`config.mk`:
```
export PLATFORM = sky130hd
export DESIGN_NAME = mem_wb_elastic_reg
export DESIGN_NICKNAME = d
export VERILOG_FILES = /design/src/rtl/arm_pipe_pkg.sv /design/src/rtl/elastic_fifo_ctrl.sv /design/src/rtl/mem_wb_elastic_reg.sv
export SDC_FILE = /design/constraint.sdc
export NUM_CORES = 1
export LEC_CHECK = 0
export BUFFER_PORTS_ARGS = -buffer_cell sky130_fd_sc_hd__buf_2
export CAP_MARGIN = 40
export CORE_ASPECT_RATIO = 1.2
export CORE_MARGIN = 1.5
export CORE_UTILIZATION = 30
export DETAILED_ROUTE_END_ITERATION = 12
export PLACE_DENSITY = 0.49
export SLEW_MARGIN = 20
export SYNTH_ARGS = -nofsm -noshare
export SYNTH_HDL_FRONTEND = slang
export SYNTH_SLANG_ARGS = --single-unit
export TNS_END_PERCENT = 1
```
`constraint.sdc`:
```
create_clock -name clk -period 9.5 [get_ports clk]
set_input_delay 0.95 -clock clk [delete_from_list [all_inputs] [get_ports clk]]
set_output_delay 0.95 -clock clk [all_outputs]
set_load 0.005 [all_outputs]
```
`src/rtl/arm_pipe_pkg.sv`:
```
// Shared MEM->WB pipeline types: the buffered entry layout and the write-back value select.
package arm_pipe_pkg;

  localparam int DATA_W_DEF = 32;
  localparam int DEST_W_DEF = 4;

  typedef struct packed {
    logic                  wb_en;
    logic                  mem_r_en;
    logic [DATA_W_DEF-1:0] alu_result;
    logic [DATA_W_DEF-1:0] mem_read_value;
    logic [DEST_W_DEF-1:0] dest;
  } mem_wb_t;

  // Loads write back the memory value, everything else writes back the ALU result.
  function automatic logic [DATA_W_DEF-1:0] wb_select(input mem_wb_t e);
    return e.mem_r_en ? e.mem_read_value : e.alu_result;
  endfunction

endpackage

```
`src/rtl/elastic_fifo_ctrl.sv`:
```
// Pointer/occupancy control for a DEPTH-entry elastic buffer with registered ready/valid and flush.
module elastic_fifo_ctrl #(
  parameter int  DEPTH = 2,
  localparam int PTR_W = $clog2(DEPTH),
  localparam int CNT_W = $clog2(DEPTH) + 1
) (
  input  logic             clk,
  input  logic             reset_n,
  input  logic             i_flush,
  input  logic             i_in_valid,
  input  logic             i_out_ready,
  output logic             o_push,
  output logic [PTR_W-1:0] o_wr_ptr,
  output logic [PTR_W-1:0] o_rd_ptr,
  output logic [CNT_W-1:0] o_count,
  output logic             o_in_ready,
  output logic             o_out_valid
);

  logic [PTR_W-1:0] r_wr_ptr;
  logic [PTR_W-1:0] r_rd_ptr;
  logic [CNT_W-1:0] r_count;
  logic             r_in_ready;
  logic             r_out_valid;

  logic             w_push;
  logic             w_pop;
  logic [CNT_W-1:0] w_count_nxt;

  // Ready is registered, so a pop never opens a slot for a push in the same cycle.
  always_comb begin
    w_push      = i_in_valid & r_in_ready & ~i_flush;
    w_pop       = r_out_valid & i_out_ready & ~i_flush;
    w_count_nxt = r_count;
    if (i_flush) begin
      w_count_nxt = '0;
    end else begin
      case ({w_push, w_pop})
        2'b10:   w_count_nxt = r_count + CNT_W'(1);
        2'b01:   w_count_nxt = r_count - CNT_W'(1);
        default: w_count_nxt = r_count;
      endcase
    end
  end

  always_ff @(posedge clk or negedge reset_n) begin
    if (!reset_n) begin
      r_wr_ptr    <= '0;
      r_rd_ptr    <= '0;
      r_count     <= '0;
      r_in_ready  <= 1'b1;
      r_out_valid <= 1'b0;
    end else begin
      r_count     <= w_count_nxt;
      r_in_ready  <= (w_count_nxt < CNT_W'(DEPTH));
      r_out_valid <= (w_count_nxt != '0);
      if (i_flush) begin
        r_wr_ptr <= '0;
        r_rd_ptr <= '0;
      end else begin
        if (w_push) r_wr_ptr <= r_wr_ptr + PTR_W'(1);
        if (w_pop)  r_rd_ptr <= r_rd_ptr + PTR_W'(1);
      end
    end
  end

  assign o_push      = w_push;
  assign o_wr_ptr    = r_wr_ptr;
  assign o_rd_ptr    = r_rd_ptr;
  assign o_count     = r_count;
  assign o_in_ready  = r_in_ready;
  assign o_out_valid = r_out_valid;

endmodule

```
`src/rtl/mem_wb_elastic_reg.sv`:
```
// MEM->WB elastic stage register: DEPTH-entry FIFO of mem_wb_t with gated head outputs and wb_value mux.
module mem_wb_elastic_reg
  import arm_pipe_pkg::*;
#(
  parameter int DATA_W = 32,
  parameter int DEST_W = 4,
  parameter int DEPTH  = 2,
  parameter int WB_SEL = 1
) (
  input  logic                     clk,
  input  logic                     reset_n,
  input  logic                     flush,
  input  logic                     in_valid,
  output logic                     in_ready,
  input  logic                     wb_en_in,
  input  logic                     mem_r_en_in,
  input  logic [DATA_W-1:0]        alu_result_in,
  input  logic [DATA_W-1:0]        mem_read_value_in,
  input  logic [DEST_W-1:0]        dest_in,
  output logic                     out_valid,
  input  logic                     out_ready,
  output logic                     wb_en,
  output logic                     mem_r_en,
  output logic [DATA_W-1:0]        alu_result,
  output logic [DATA_W-1:0]        mem_read_value,
  output logic [DEST_W-1:0]        dest,
  output logic [DATA_W-1:0]        wb_value,
  output logic [$clog2(DEPTH):0]   count
);

  localparam int PTR_W = $clog2(DEPTH);

  logic             w_push;
  logic [PTR_W-1:0] w_wr_ptr;
  logic [PTR_W-1:0] w_rd_ptr;
  logic             w_out_valid;
  logic             w_in_ready;
  logic [PTR_W:0]   w_count;
  mem_wb_t          w_in;
  mem_wb_t          w_head;
  logic [DATA_W-1:0] w_wb_sel;

  mem_wb_t r_mem [DEPTH];

  elastic_fifo_ctrl #(
    .DEPTH (DEPTH)
  ) u_ctrl (
    .clk         (clk),
    .reset_n     (reset_n),
    .i_flush     (flush),
    .i_in_valid  (in_valid),
    .i_out_ready (out_ready),
    .o_push      (w_push),
    .o_wr_ptr    (w_wr_ptr),
    .o_rd_ptr    (w_rd_ptr),
    .o_count     (w_count),
    .o_in_ready  (w_in_ready),
    .o_out_valid (w_out_valid)
  );

  always_comb begin
    w_in                = '0;
    w_in.wb_en          = wb_en_in;
    w_in.mem_r_en       = mem_r_en_in;
    w_in.alu_result     = DATA_W_DEF'(alu_result_in);
    w_in.mem_read_value = DATA_W_DEF'(mem_read_value_in);
    w_in.dest           = DEST_W_DEF'(dest_in);
  end

  // Storage carries no reset: every visible field is gated by out_valid, which does.
  always_ff @(posedge clk) begin
    if (w_push) r_mem[w_wr_ptr] <= w_in;
  end

  assign w_head = r_mem[w_rd_ptr];

  generate
    if (WB_SEL != 0) begin : g_wb_sel
      assign w_wb_sel = DATA_W'(wb_select(w_head));
    end else begin : g_wb_zero
      assign w_wb_sel = '0;
    end
  endgenerate

  // Empty head drives all-zero fields so the register file never sees a stray write.
  assign wb_en          = w_out_valid & w_head.wb_en;
  assign mem_r_en       = w_out_valid & w_head.mem_r_en;
  assign alu_result     = w_out_valid ? DATA_W'(w_head.alu_result)     : '0;
  assign mem_read_value = w_out_valid ? DATA_W'(w_head.mem_read_value) : '0;
  assign dest           = w_out_valid ? DEST_W'(w_head.dest)           : '0;
  assign wb_value       = w_out_valid ? w_wb_sel                       : '0;

  assign out_valid = w_out_valid;
  assign in_ready  = w_in_ready;
  assign count     = w_count;

endmodule

```
==> summary.txt <==
Timing
  – Time the worst path needs with I/O delays and setup: approximately 3.6 ns
  – Unrepaired setup endpoints after global routing: no
  – Accumulated negative setup slack: 0 ns
  – Worst-margin pin slew: around 0.70 ns
  – Clock Skews: 0.01433 ns
  – Part of the cycle the worst path needs: 0.3787
  – Setup-violating endpoint count in the final report: 0
  – Worst relative slew slack: 0.5321
  – Final max-slew violation count: 0
  – Maximum clock rate: roughly 280 MHz
  – Fin. Hold Viols: 0

Yosys
  – Mean cell area of the mapped netlist: 15.32 um2
  – Number of warnings printed during yosys synthesis: 0
  – Post-Syn Nets: 478
  – Post-synthesis sequential area ratio: 0.7071
  – Synthesized flop and latch total: 146
  – Number of distinct library cell variants in the gate-level netlist after synthesis: 24
  – Syn Inst Count: between 400 and 500
  – Synth Cell Area: around 6200 um2

Placement
  – Total of buffers placed on input and output ports: 180
  – Gp weighted congestion: around 0.7
  – Dpl hpwl: 9464 um

CTS
  – TritonCTS Sinks: 146
  – Clock transition at the register clock pins on the worst setup and hold paths after CTS: ~0.060 ns
  – Post-cts gate resize count: 0
  – TritonCTS clock tree: done
  – Clock latency at the later pin of the worst-skew pair: between 0.4 and 0.5 ns
  – Number of buffers created by CTS: 17
  – Number of setup buffers added after CTS: 0
  – Count of hold buffers inserted by post-cts repair: 0
  – Root cell of the clock tree: sky130_fd_sc_hd__clkbuf_16
  – Depth of the CTS H-tree: 4
  – Deepest clock path buffer count: 2

Pwr
  – Ratio of total power to cell area: between 150 and 200 nW/um2
  – Worst VDD drop: around 110 uV
  – Static Leak: about 3.1 nW

Critical path
  – Worst flop-to-flop path endpoint: u_ctrl.o_count[1]
  – Largest fanout on the critical path: 39
  – Register-to-register setup slack: 6.93 ns
  – FF-to-FF Start: u_ctrl.o_out_valid
  – Startpoint type of the worst setup path: flop
  – Critical Path Sink Type: primary output
  – Crit Path Category: reg -> out
  – Critical path required time: between 8 and 9 ns
  – Arrival time at the worst endpoint: 2.65 ns
  – Path depth of the worst reg2reg path: 6

Job
  – Number of violations of the max-capacitance limit: 0

Routing
  – Detailed-route via count: roughly 3.8k
  – First-iteration detailed-routing DRC count: between 100 and 150
  – First drt pass iteration count: 4
  – WL final: between 10000 and 15000 um
  – DRC violations left: 0
  – Detail-routed net length per standard cell: 16.19 um
  – Routed Antenna Nets: 0
  – Vias per cell: 4.421

Final layout
  – Final #Nets: between 600 and 700
  – Ratio of cells with drive above 1 in the final layout: 0.4307
  – Most frequent cells in the layout: sky130_fd_sc_hd__buf_2, sky130_fd_sc_hd__edfxtp_1, sky130_fd_sc_hd__nor2b_1
  – Most common library cell in the layout ignoring fill and taps: sky130_fd_sc_hd__buf_2
  – Area added between synthesis and finish: 28.44%
  – Final core utilization: 0.3920

Global routing
  – GRT Resource Usage Total: 0.1309
  – Maximum number of pins on one net before global-route repair: between 60 and 70
  – Antenna violations before repair: 2
  – Via count of the first global-routing pass: 3796
  – Wire length of the first global-routing pass: approximately 21000 um
  – Total congestion overflow: 0

Status
  – Result of the run: finished, final reports clean

Floorplan
  – Width of the chip: 133.8 um
  – Top Ports: about 180
  – Die Area: about 21000 um2
  – Cell row count: 57
  – Initial Utilization: 0.3052
  – Core region area: a little over 20000 um2
  – Die outline height: between 150 and 200 um

Worst hold path
  – Type of the tightest min-delay check: in -> async
## registers in the layout, summed over array words and instances, names as in the netlist
signal              count
u_ctrl.o_rd_ptr         1
r_mem                 140
u_ctrl.o_in_ready       1
u_ctrl.o_wr_ptr         1
u_ctrl.o_out_valid      1
u_ctrl.o_count          2
## power by group
part / leakage (nW) / switching, mW / internal, mW
combinational: 1.43 / 0.0986 / 0.0865
clock: 0.266 / 0.253 / 0.383
sequential: 1.36 / 0.0174 / 0.740
total: 3.05 / 0.369 / 1.21
## layer usage
metal / GRT usage / part of all wire / up-vias
li1: - / - / 1837
met4: 0.05188 / 0.020 / 0
met3: 0.03270 / 0.041 / 18
met1: 0.1524 / 0.42 / 1827
met2: 0.2296 / 0.52 / 111
met5: 0 / 0 / -
## critical path, stage by stage (launching register included)
cell and delay, ns:
sky130_fd_sc_hd__dfrtp_4 0.77, sky130_fd_sc_hd__buf_4 0.63, sky130_fd_sc_hd__mux2_2 0.42, sky130_fd_sc_hd__o21ai_1 0.15, sky130_fd_sc_hd__a21oi_1 0.07, sky130_fd_sc_hd__buf_2 0.17
## how the worst max path moves through the flow
stage,startpoint,endpoint,slack (ns)
3_3_place_gp,flush,r_mem[1][45],6.21
5_1_grt,u_ctrl.o_rd_ptr,wb_value[18],5.67
3_5_place_dp,u_ctrl.o_rd_ptr,wb_value[15],6.25
6_report,u_ctrl.o_rd_ptr,wb_value[12],5.90
2_1_floorplan,flush,r_mem[0][0],4.64
4_1_cts,u_ctrl.o_rd_ptr,wb_value[15],5.81
## cell usage after synthesis (all sizes together)
master / n / area share
dfrtp: 5 / 0.020
mux2: 34 / 0.063
o21ai: 32 / 0.026
inv: 3 / 0.0018
edfxtp: 140 / 0.68
nor2: 8 / 0.0049
nand2: 3 / 0.0018
buf: 14 / 0.017
mux2i: 38 / 0.062
or2: 1 / 0.0010
ha: 1 / 0.0020
xnor2: 2 / 0.0028
clkbuf: 13 / 0.0079
dfstp: 1 / 0.0043
and2: 32 / 0.033
a221oi: 1 / 0.0014
nor3: 1 / 0.00081
xor2: 2 / 0.0028
a21oi: 32 / 0.026
nor2b: 39 / 0.040
## cell type report
| cell class | instances | area [um2] |
|---|---|---|
| Clock inverter | 14 | 138.9 |
| Multi-Input combinational cell | 226 | 1655 |
| Tap cell | 265 | 331.6 |
| Inverter | 3 | 11.26 |
| Timing Repair Buffer | 186 | 985.9 |
| Sequential cell | 146 | 4360 |
| Clock buffer | 17 | 425.4 |
| Fill cell | 1944 | 12270 |
| Antenna cell | 1 | 2.502 |
## per-stage QoR
step                      cell area, um2  hold WS [ns]  setup WS, ns  std cells  power (mW)
after global routing                7911        0.3511         5.675        858       1.650
final                               7911        0.3599         5.902        858       1.578
after floorplan                     6160        0.5833         4.638        402      0.8775
after global placement              7289        0.6138         6.206        824      0.9548
after detailed placement            7345        0.6168         6.247        826      0.9614
after CTS                           7909        0.3492         5.813        857       1.604
## kinds of logic after synthesis
group,count (synthesis),share of synthesized area
AO/OA/AOI/OAI,65,0.05342
XOR/XNOR,4,0.005689
adder cells (fa/ha/maj),1,0.002031
buffers and inverters,30,0.02661
flip-flops,146,0.7071
multiplexers,72,0.1245
AND/OR/NAND/NOR,84,0.08064
No activity file was read; power rests on OpenSTA's default activity.
